### config.mk
export PLATFORM = sky130hd
export DESIGN_NAME = mul_wb_queue_flat
export DESIGN_NICKNAME = d
export VERILOG_FILES = /design/src/rtl/mul_wb_queue_if.sv /design/src/rtl/mul_wb_queue.sv /design/src/flat_wrapper.sv
export SDC_FILE = /design/constraint.sdc
export NUM_CORES = 1
export LEC_CHECK = 0
export ABC_AREA = 1
export ABC_CLOCK_PERIOD_IN_PS = 10600
export BUFFER_PORTS_ARGS = -buffer_cell sky130_fd_sc_hd__buf_2
export CORE_MARGIN = 2
export CORE_UTILIZATION = 25
export DETAILED_ROUTE_END_ITERATION = 7
export PLACE_DENSITY = 0.4
export SYNTH_ARGS = -nofsm -noshare
export SYNTH_HDL_FRONTEND = slang
export SYNTH_SLANG_ARGS = --single-unit
export TNS_END_PERCENT = 100
### constraint.sdc
create_clock -name clk -period 10.6 [get_ports clk]
set_clock_uncertainty 0.05 [all_clocks]
set_input_delay 0 -clock clk [delete_from_list [all_inputs] [get_ports clk]]
set_output_delay 0 -clock clk [all_outputs]
set_load 0.05 [all_outputs]
### src/rtl/mul_wb_queue_if.sv
// Producer/consumer bundle for the multiply writeback queue.
// The master side drives results in and grants writeback; the slave side is the queue.
interface mul_wb_queue_if #(
    parameter int unsigned WORD_SIZE       = 32,
    parameter int unsigned INSTR_TYPE_SZ   = 4,
    parameter int unsigned ROB_ENTRY_WIDTH = 6
);
    logic                       in_valid;
    logic [INSTR_TYPE_SZ-1:0]   in_instruction_type;
    logic [WORD_SIZE-1:0]       in_pc;
    logic [WORD_SIZE-1:0]       in_result;
    logic [ROB_ENTRY_WIDTH-1:0] in_rob_id;
    logic                       wb_ready;
    logic                       wb_valid;
    logic [INSTR_TYPE_SZ-1:0]   wb_instruction_type;
    logic [WORD_SIZE-1:0]       wb_pc;
    logic [WORD_SIZE-1:0]       wb_result;
    logic [ROB_ENTRY_WIDTH-1:0] wb_rob_id;

    modport master (
        output in_valid, in_instruction_type, in_pc, in_result, in_rob_id, wb_ready,
        input  wb_valid, wb_instruction_type, wb_pc, wb_result, wb_rob_id
    );

    modport slave (
        input  in_valid, in_instruction_type, in_pc, in_result, in_rob_id, wb_ready,
        output wb_valid, wb_instruction_type, wb_pc, wb_result, wb_rob_id
    );
endinterface

### src/rtl/mul_wb_queue.sv
// Writeback queue behind the multiply pipe: in-order circular buffer with an early
// issue stall that leaves room for every multiply still in flight.
module mul_wb_queue #(
    parameter int unsigned WORD_SIZE       = 32,
    parameter int unsigned INSTR_TYPE_SZ   = 4,
    parameter int unsigned ROB_ENTRY_WIDTH = 6,
    parameter int unsigned DEPTH           = 4,
    parameter int unsigned STALL_MARGIN    = 3
) (
    input  logic                       clk,
    input  logic                       reset,
    mul_wb_queue_if.slave              bus,
    output logic                       stall_out,
    output logic [$clog2(DEPTH):0]     count,
    output logic                       overflow_err
);
    localparam int unsigned PW = $clog2(DEPTH);
    localparam int unsigned CW = PW + 1;
    localparam logic [CW-1:0] FullLvl  = CW'(DEPTH);
    localparam logic [CW-1:0] StallLvl = CW'(DEPTH - STALL_MARGIN);

    logic [INSTR_TYPE_SZ-1:0]   mem_type   [DEPTH];
    logic [WORD_SIZE-1:0]       mem_pc     [DEPTH];
    logic [WORD_SIZE-1:0]       mem_result [DEPTH];
    logic [ROB_ENTRY_WIDTH-1:0] mem_rob_id [DEPTH];

    logic [PW-1:0] rd_ptr_q, rd_ptr_d;
    logic [PW-1:0] wr_ptr_q, wr_ptr_d;
    logic [CW-1:0] count_q, count_d;
    logic          overflow_q, overflow_d;
    logic          push, pop;

    // A pop in the same cycle frees the slot, so a full queue still accepts.
    always_comb begin
        pop        = (count_q != '0) && bus.wb_ready;
        push       = bus.in_valid && ((count_q != FullLvl) || pop);
        rd_ptr_d   = pop  ? PW'(rd_ptr_q + 1'b1) : rd_ptr_q;
        wr_ptr_d   = push ? PW'(wr_ptr_q + 1'b1) : wr_ptr_q;
        overflow_d = overflow_q || (bus.in_valid && !push);
        count_d    = count_q;
        unique case ({push, pop})
            2'b10:   count_d = count_q + 1'b1;
            2'b01:   count_d = count_q - 1'b1;
            default: count_d = count_q;
        endcase
    end

    always_ff @(posedge clk or posedge reset) begin
        if (reset) begin
            rd_ptr_q   <= '0;
            wr_ptr_q   <= '0;
            count_q    <= '0;
            overflow_q <= 1'b0;
        end else begin
            rd_ptr_q   <= rd_ptr_d;
            wr_ptr_q   <= wr_ptr_d;
            count_q    <= count_d;
            overflow_q <= overflow_d;
        end
    end

    always_ff @(posedge clk or posedge reset) begin
        if (reset) begin
            for (int i = 0; i < DEPTH; i++) begin
                mem_type[i]   <= '0;
                mem_pc[i]     <= '0;
                mem_result[i] <= '0;
                mem_rob_id[i] <= '0;
            end
        end else if (push) begin
            mem_type[wr_ptr_q]   <= bus.in_instruction_type;
            mem_pc[wr_ptr_q]     <= bus.in_pc;
            mem_result[wr_ptr_q] <= bus.in_result;
            mem_rob_id[wr_ptr_q] <= bus.in_rob_id;
        end
    end

    always_comb begin
        bus.wb_valid            = (count_q != '0);
        bus.wb_instruction_type = mem_type[rd_ptr_q];
        bus.wb_pc               = mem_pc[rd_ptr_q];
        bus.wb_result           = mem_result[rd_ptr_q];
        bus.wb_rob_id           = mem_rob_id[rd_ptr_q];
        stall_out               = (count_q >= StallLvl);
        count                   = count_q;
        overflow_err            = overflow_q;
    end
endmodule
### src/flat_wrapper.sv
// flat-port wrapper written by rule: the top's interface ports become plain ports
module mul_wb_queue_flat 
#(
    parameter int unsigned WORD_SIZE       = 32,
    parameter int unsigned INSTR_TYPE_SZ   = 4,
    parameter int unsigned ROB_ENTRY_WIDTH = 6,
    parameter int unsigned DEPTH           = 4,
    parameter int unsigned STALL_MARGIN    = 3
)
  (clk, reset, stall_out, count, overflow_err, bus_in_valid, bus_in_instruction_type, bus_in_pc, bus_in_result, bus_in_rob_id, bus_wb_ready, bus_wb_valid, bus_wb_instruction_type, bus_wb_pc, bus_wb_result, bus_wb_rob_id);
  mul_wb_queue_if #(.WORD_SIZE(WORD_SIZE), .INSTR_TYPE_SZ(INSTR_TYPE_SZ), .ROB_ENTRY_WIDTH(ROB_ENTRY_WIDTH)) bus_i ();
  input  logic clk;
  input  logic reset;
  output logic stall_out;
  output logic [$clog2(DEPTH):0] count;
  output logic overflow_err;
  input wire logic [$bits(bus_i.in_valid)-1:0] bus_in_valid;
  input wire logic [$bits(bus_i.in_instruction_type)-1:0] bus_in_instruction_type;
  input wire logic [$bits(bus_i.in_pc)-1:0] bus_in_pc;
  input wire logic [$bits(bus_i.in_result)-1:0] bus_in_result;
  input wire logic [$bits(bus_i.in_rob_id)-1:0] bus_in_rob_id;
  input wire logic [$bits(bus_i.wb_ready)-1:0] bus_wb_ready;
  output wire logic [$bits(bus_i.wb_valid)-1:0] bus_wb_valid;
  output wire logic [$bits(bus_i.wb_instruction_type)-1:0] bus_wb_instruction_type;
  output wire logic [$bits(bus_i.wb_pc)-1:0] bus_wb_pc;
  output wire logic [$bits(bus_i.wb_result)-1:0] bus_wb_result;
  output wire logic [$bits(bus_i.wb_rob_id)-1:0] bus_wb_rob_id;
  assign bus_i.in_valid = bus_in_valid;
  assign bus_i.in_instruction_type = bus_in_instruction_type;
  assign bus_i.in_pc = bus_in_pc;
  assign bus_i.in_result = bus_in_result;
  assign bus_i.in_rob_id = bus_in_rob_id;
  assign bus_i.wb_ready = bus_wb_ready;
  assign bus_wb_valid = bus_i.wb_valid;
  assign bus_wb_instruction_type = bus_i.wb_instruction_type;
  assign bus_wb_pc = bus_i.wb_pc;
  assign bus_wb_result = bus_i.wb_result;
  assign bus_wb_rob_id = bus_i.wb_rob_id;
  mul_wb_queue #(.WORD_SIZE(WORD_SIZE), .INSTR_TYPE_SZ(INSTR_TYPE_SZ), .ROB_ENTRY_WIDTH(ROB_ENTRY_WIDTH), .DEPTH(DEPTH), .STALL_MARGIN(STALL_MARGIN)) u_core (.clk(clk), .reset(reset), .bus(bus_i), .stall_out(stall_out), .count(count), .overflow_err(overflow_err));
endmodule
; Yosys cells after proc, flatten, opt, wreduce, memory -nomap -nowiden
; Cells that the tools add are included.
[op_classes]
n_eq_ne = 3
addsub = 4
bitwise_logic = 2
mux = 23
n_lt_le_gt_ge = 4
reduce_logical = 9
[op_table]
columns = op, n
row1 = 128-bit bitwise mux, 2
row2 = 32-bit two-way mux, 5
row3 = 32-bit binary-select mux with 2-bit select, 2
row4 = 32-bit demux with 2-bit select, 1
row5 = 24-bit bitwise mux, 1
row6 = 6-bit two-way mux, 3
row7 = 16-bit bitwise mux, 1
row8 = 6-bit binary-select mux with 2-bit select, 1
row9 = 6-bit demux with 2-bit select, 1
row10 = 4-bit two-way mux, 3
row11 = 4-bit binary-select mux with 2-bit select, 1
row12 = 4-bit demux with 2-bit select, 1
row13 = 3-bit greater-or-equal comparator (second input constant), 2
row14 = 2-bit NOT with 3-bit output, 2
row15 = 3-bit one-hot mux with 2 select lines, 1
row16 = 2-bit by 1-bit adder with 2-bit output (second input constant), 2
row17 = 1-bit logical AND, 4
row18 = 3-bit by 1-bit adder with 3-bit output (second input constant), 1
row19 = 3-bit by 1-bit greater-or-equal comparator with 1-bit output (second input constant), 1
row20 = 3-bit by 1-bit less-than comparator with 1-bit output (second input constant), 1
row21 = 3-bit inequality test (second input constant), 1
row22 = 3-bit nonzero test, 1
row23 = 3-bit by 1-bit subtractor with 3-bit output (second input constant), 1
row24 = 2-bit by 1-bit equality test with 1-bit output (second input constant), 1
row25 = other kinds (4), 5
[totals]
wordCells = 65
regBits = 304
output_inout_bits = 80
inputBits = 78

; Longest topological paths before layout
[logic_depth]
word_depth = 7
depth_mapped = 13
ltp_nobuf = 12

; Worst setup path after synthesis
; Ideal clock, no wire load.
[synth_timing]
path_type = register to register
startpoint = register u_core.count_q[0], in the netlist u_core.count[0]
endpoint = register u_core.count_q[2], in the netlist u_core.count[2]
path_slack_ns = 8.181
arrival_ns = 2.256
n_path_buf = 0
t_required_ns = 10.436
path_stages_with_launch = 11
setup_time_ns = 0.114
synth_period_minus_slack_ns = 2.419
path_cell_list = dfrtp_1 -> inv_1 -> ha_1 -> nand2_1 -> nand2_1 -> inv_1 -> ha_1 -> nor2_1 -> nand3_1 -> nand2_1 -> inv_1
[synth_between]
elab_chain_len = 6
elab_cells_between_ends = 11
classes_between = add/sub (2) / eq/ne (3) / mux (1) / reduce/logical (5)
[synth_lines]
columns = element, line_no
row1 = start: declaration, mul_wb_queue.sv:29  ; logic [CW-1:0] count_q, count_d;
row2 = start signal: assignment, mul_wb_queue.sv:57  ; count_q <= count_d;
row3 = 3-bit nonzero test (*), n/a
row4 = named net bus_wb_valid, flat_wrapper.sv:23  ; output wire logic [$bits(bus_i.wb_valid)-1:0] bus_wb_valid;
row5 = 1-bit logical AND (*), mul_wb_queue.sv:35  ; pop = (count_q != '0) && bus.wb_ready;
row6 = named net u_core.pop, mul_wb_queue.sv:31  ; logic push, pop;
row7 = 1-bit logical OR, mul_wb_queue.sv:36  ; push = bus.in_valid && ((count_q != FullLvl) || pop);
row8 = 1-bit logical AND, mul_wb_queue.sv:36
row9 = 2-bit by 1-bit equality test with 1-bit output or 2-bit equality test (tied branches), mul_wb_queue.sv:41  ; unique case ({push, pop})
row10 = 3-bit one-hot mux with 2 select lines or 2-bit nonzero test (tied branches), n/a
; The timed path passes the listed nets; every way through them passes the cells marked *.
; A chain may end at the register's enable or synchronous reset.

; Final worst setup path
[layout_timing]
startpoint = register u_core.rd_ptr_q[0]
endpoint = output bus_wb_rob_id[0]
[layout_between]
elab_chain_len = 4
[layout_lines]
columns = element, line_no
row1 = start: declaration, mul_wb_queue.sv:27  ; logic [PW-1:0] rd_ptr_q, rd_ptr_d;
row2 = start signal: assignment, mul_wb_queue.sv:55  ; rd_ptr_q <= rd_ptr_d;
row3 = 2-bit NOT with 3-bit output (not written as such), mul_wb_queue.sv:83  ; bus.wb_rob_id = mem_rob_id[rd_ptr_q];
row4 = 6-bit binary-select mux with 2-bit select, mul_wb_queue.sv:83
row5 = 6-bit two-way mux (not written as such) (2 in series), mul_wb_queue.sv:83
row6 = end: declaration, flat_wrapper.sv:27  ; output wire logic [$bits(bus_i.wb_rob_id)-1:0] bus_wb_rob_id;
; No other way between the ends. The select of a mux whose other input is x is not followed.

==> key figures <==
Status
  – Status: completed

Clocking
  – Clock Tree Root: clkbuf_16
  – PostCTS Resize Cnt: 0
  – Post-CTS Hold Buffers: 77
  – CTS tree: yes
  – Setup bufs post-CTS: 0
  – Clock sinks: 304
  – Total CTS buffers: 39
  – Clk buf depth: 3
  – H-tree depth: 2
  – Insertion delay to the later sink of the worst-skew pair: 540 ps
  – Clk pin slew, worst setup/hold paths: 60 ps

Routing
  – DRT iter0 DRCs: 1,080
  – Via density: 4.98
  – Vias after detailed routing: 13,900
  – Drt pass-1 iters: 5
  – Routed length per instance: 19.7 microns
  – Final ANT Viol Nets: 0
  – Drc violations: 0
  – Post-Route WL: 55,000 microns

Place
  – Final HPWL DP: 27,300 microns
  – Routability cong.: 0.723
  – Placement Cell Area: 0.0160 sq mm
  – IO buf count: 157

Layout
  – Post-route design area: 0.0181 sq mm
  – Most common cell after layout, fill and taps aside: nand2_1
  – Layout area overhead: 21.4%
  – Layout cells sized above 1: 12.6%
  – Fill count: 6,427
  – Commonest non-fill, non-tap cells in the layout: 604 x nand2_1, 303 x dfrtp_1, 296 x nand4_1
  – Nets: 2,075
  – Final Core Density: 30.7%

STA
  – Slew @ Worst Pin: 1200 ps
  – TNS Setup: 0 ps
  – Period minus WS final: 3650 ps
  – Post-route clock period utilization: 34.4%
  – Final Slew Violations: 0
  – Fin. Hold Viols: 0
  – FMAX: 274 MHz
  – Final setup viols: 0
  – RSZ-0062 raised after global routing: no
  – Slew HR: 19.7%

Critical path
  – Startpoint Class: flop
  – Worst path max stage delay: 850 ps
  – CP Data Required Time: 10,550 ps
  – Worst path bufs/invs: 3
  – CP Max Fanout: 80
  – Critical Path AT: 3600 ps
  – Critical Path Slowest Stage Cell: buf_4
  – Cell Chain, Critical Path: buf_4, buf_4, nor2_1, nor2_1, o21ai_0, o21ai_1, buf_2
  – Flop2flop setup slack: 7100 ps
  – Critical Path Sink Type: output pin
  – Top delay family on crit path: buffers and inverters
  – Critical setup path kind: reg -> out

Power
  – Sequential share of power: 28.7%
  – Sw Share: 50.9%
  – P_sw: 3490 uW
  – Power share of the combinational group: 51.0%
  – Worst VDD drop: 0.185 mV
  – PnR Total Power: 6850 uW
  – Cell area power density: 378 mW/mm^2
  – Pleak: 0.00892 uW
  – Internal: 3360 uW
  – Clk pwr share: 20.3%

Yosys
  – Post-synth cell types: 21
  – Syn_nets: 1,961
  – Synth Instances: 1,874
  – Register area share after synthesis: 51.0%
  – Mapped cell area: 0.0149 sq mm
  – Post-synthesis average cell area: 7.96 sq um
  – Top area cells in the synthesized netlist: dfrtp_1 51%, nand2_1 15%, nand4_1 12%
  – Yosys top cell area share: 51.0%
  – Number of synthesized register bits: 304
  – Yosys Warn Count: 0
  – Synth area leader: dfrtp_1

Die
  – Initial Util: 25.3%
  – Num ports: 158
  – Die Wd: 248 microns
  – Die ar.: 0.0616 sq mm
  – Die height: 248 microns
  – Core area: 0.0590 sq mm
  – Row count: 89

Flow run
  – Max-cap violations: 0

Worst hold path
  – Min-delay worst type: in -> async

GRT
  – Vias in the first global route: 13,700
  – First-pass GRT wire length: 85,500 microns
  – Initial antenna violation count: 2
  – Largest net degree at the start of global routing: 151
  – Gr usage total: 17.9%
  – Gr ovfl total: 0
routing by layer:
metal	global-route usage, %	vias up	share of wire, %
met5	0	-	0.024
met4	4.18	2	1.5
met3	2.76	57	5.0
met2	28.1	377	46
met1	25.8	6895	48
li1	-	6568	-
cells in the mapped netlist:
library cell / number
nand3_2: 1
nand3_1: 10
o21bai_1: 1
buf_6: 7
dfrtp_1: 304
clkbuf_4: 2
clkbuf_1: 20
nor2_1: 225
buf_1: 22
buf_4: 23
inv_2: 2
nand2_2: 1
inv_1: 14
o21ai_0: 164
xor2_1: 1
nand4_1: 296
o21ai_1: 60
xnor2_1: 2
buf_2: 106
ha_1: 9
nand2_1: 604
logic make-up after synthesis:
logic type	synth area share, %
compound gates	7.56
xor+xnor	0.176
fa+ha+maj	0.755
buf+inv	6.80
flops	51.0
simple gates	33.7
sequential cells by signal (all words and copies together), names as in the netlist:
register,cells
u_core.rd_ptr_q,2
u_core.overflow_err,1
u_core.mem_result,128
u_core.mem_pc,128
u_core.mem_type,16
u_core.count,3
u_core.mem_rob_id,24
u_core.wr_ptr_q,2
layout make-up:
class / instances / area, sq um / share of cell area (%)
Multi-Input combinational cell: 1374 / 6400 / 35.4
Clock buffer: 60 / 1190 / 6.60
Tap cell: 773 / 967 / 5.34
Antenna cell: 1 / 2.50 / 0.0138
Timing Repair Buffer: 253 / 1710 / 9.44
Inverter: 16 / 75.1 / 0.415
Clock inverter: 11 / 141 / 0.781
Sequential cell: 304 / 7610 / 42.0
final timing paths:
kind                                       start  depth (start not counted)                     to
min in group clk                   bus_in_pc[12]                          4     u_core.mem_pc[108]
setup / recovery              u_core.rd_ptr_q[0]                          7       bus_wb_rob_id[0]
max in group asynchronous                  reset                          5      u_core.mem_pc[90]
hold reg to reg            u_core.mem_result[11]                          2  u_core.mem_result[11]
hold / removal                             reset                          3   u_core.mem_result[9]
setup reg to reg                 u_core.count[0]                          7  u_core.mem_result[14]
stage by stage:
step                      hold slack (ps)  cells  setup slack [ps]
final                                71.8   2792              6950
after global routing                  149   2792              6680
after CTS                             115   2791              6840
after detailed placement              164   2643              7100
after global placement                167   2643              7160
after floorplan                      98.6   1874              2150
worst reg2reg max path, cell delays in order (launching register included):
cell     delay, ps
dfrtp_1        420
inv_1          100
ha_1           250
nand3_4        600
buf_4          890
buf_4          760
nand4_1        240
nand2_1        120
power by group through the flow:
stage                     Clock [uW]  Combinational (uW)  Sequential, uW
after floorplan                    0                2560            1940
after global placement             0                3510            1970
after detailed placement           0                3530            1980
after CTS                       1440                3560            1960
after global routing            1480                3850            2030
final                           1390                3490            1970
(Power assumes the default switching activity.)
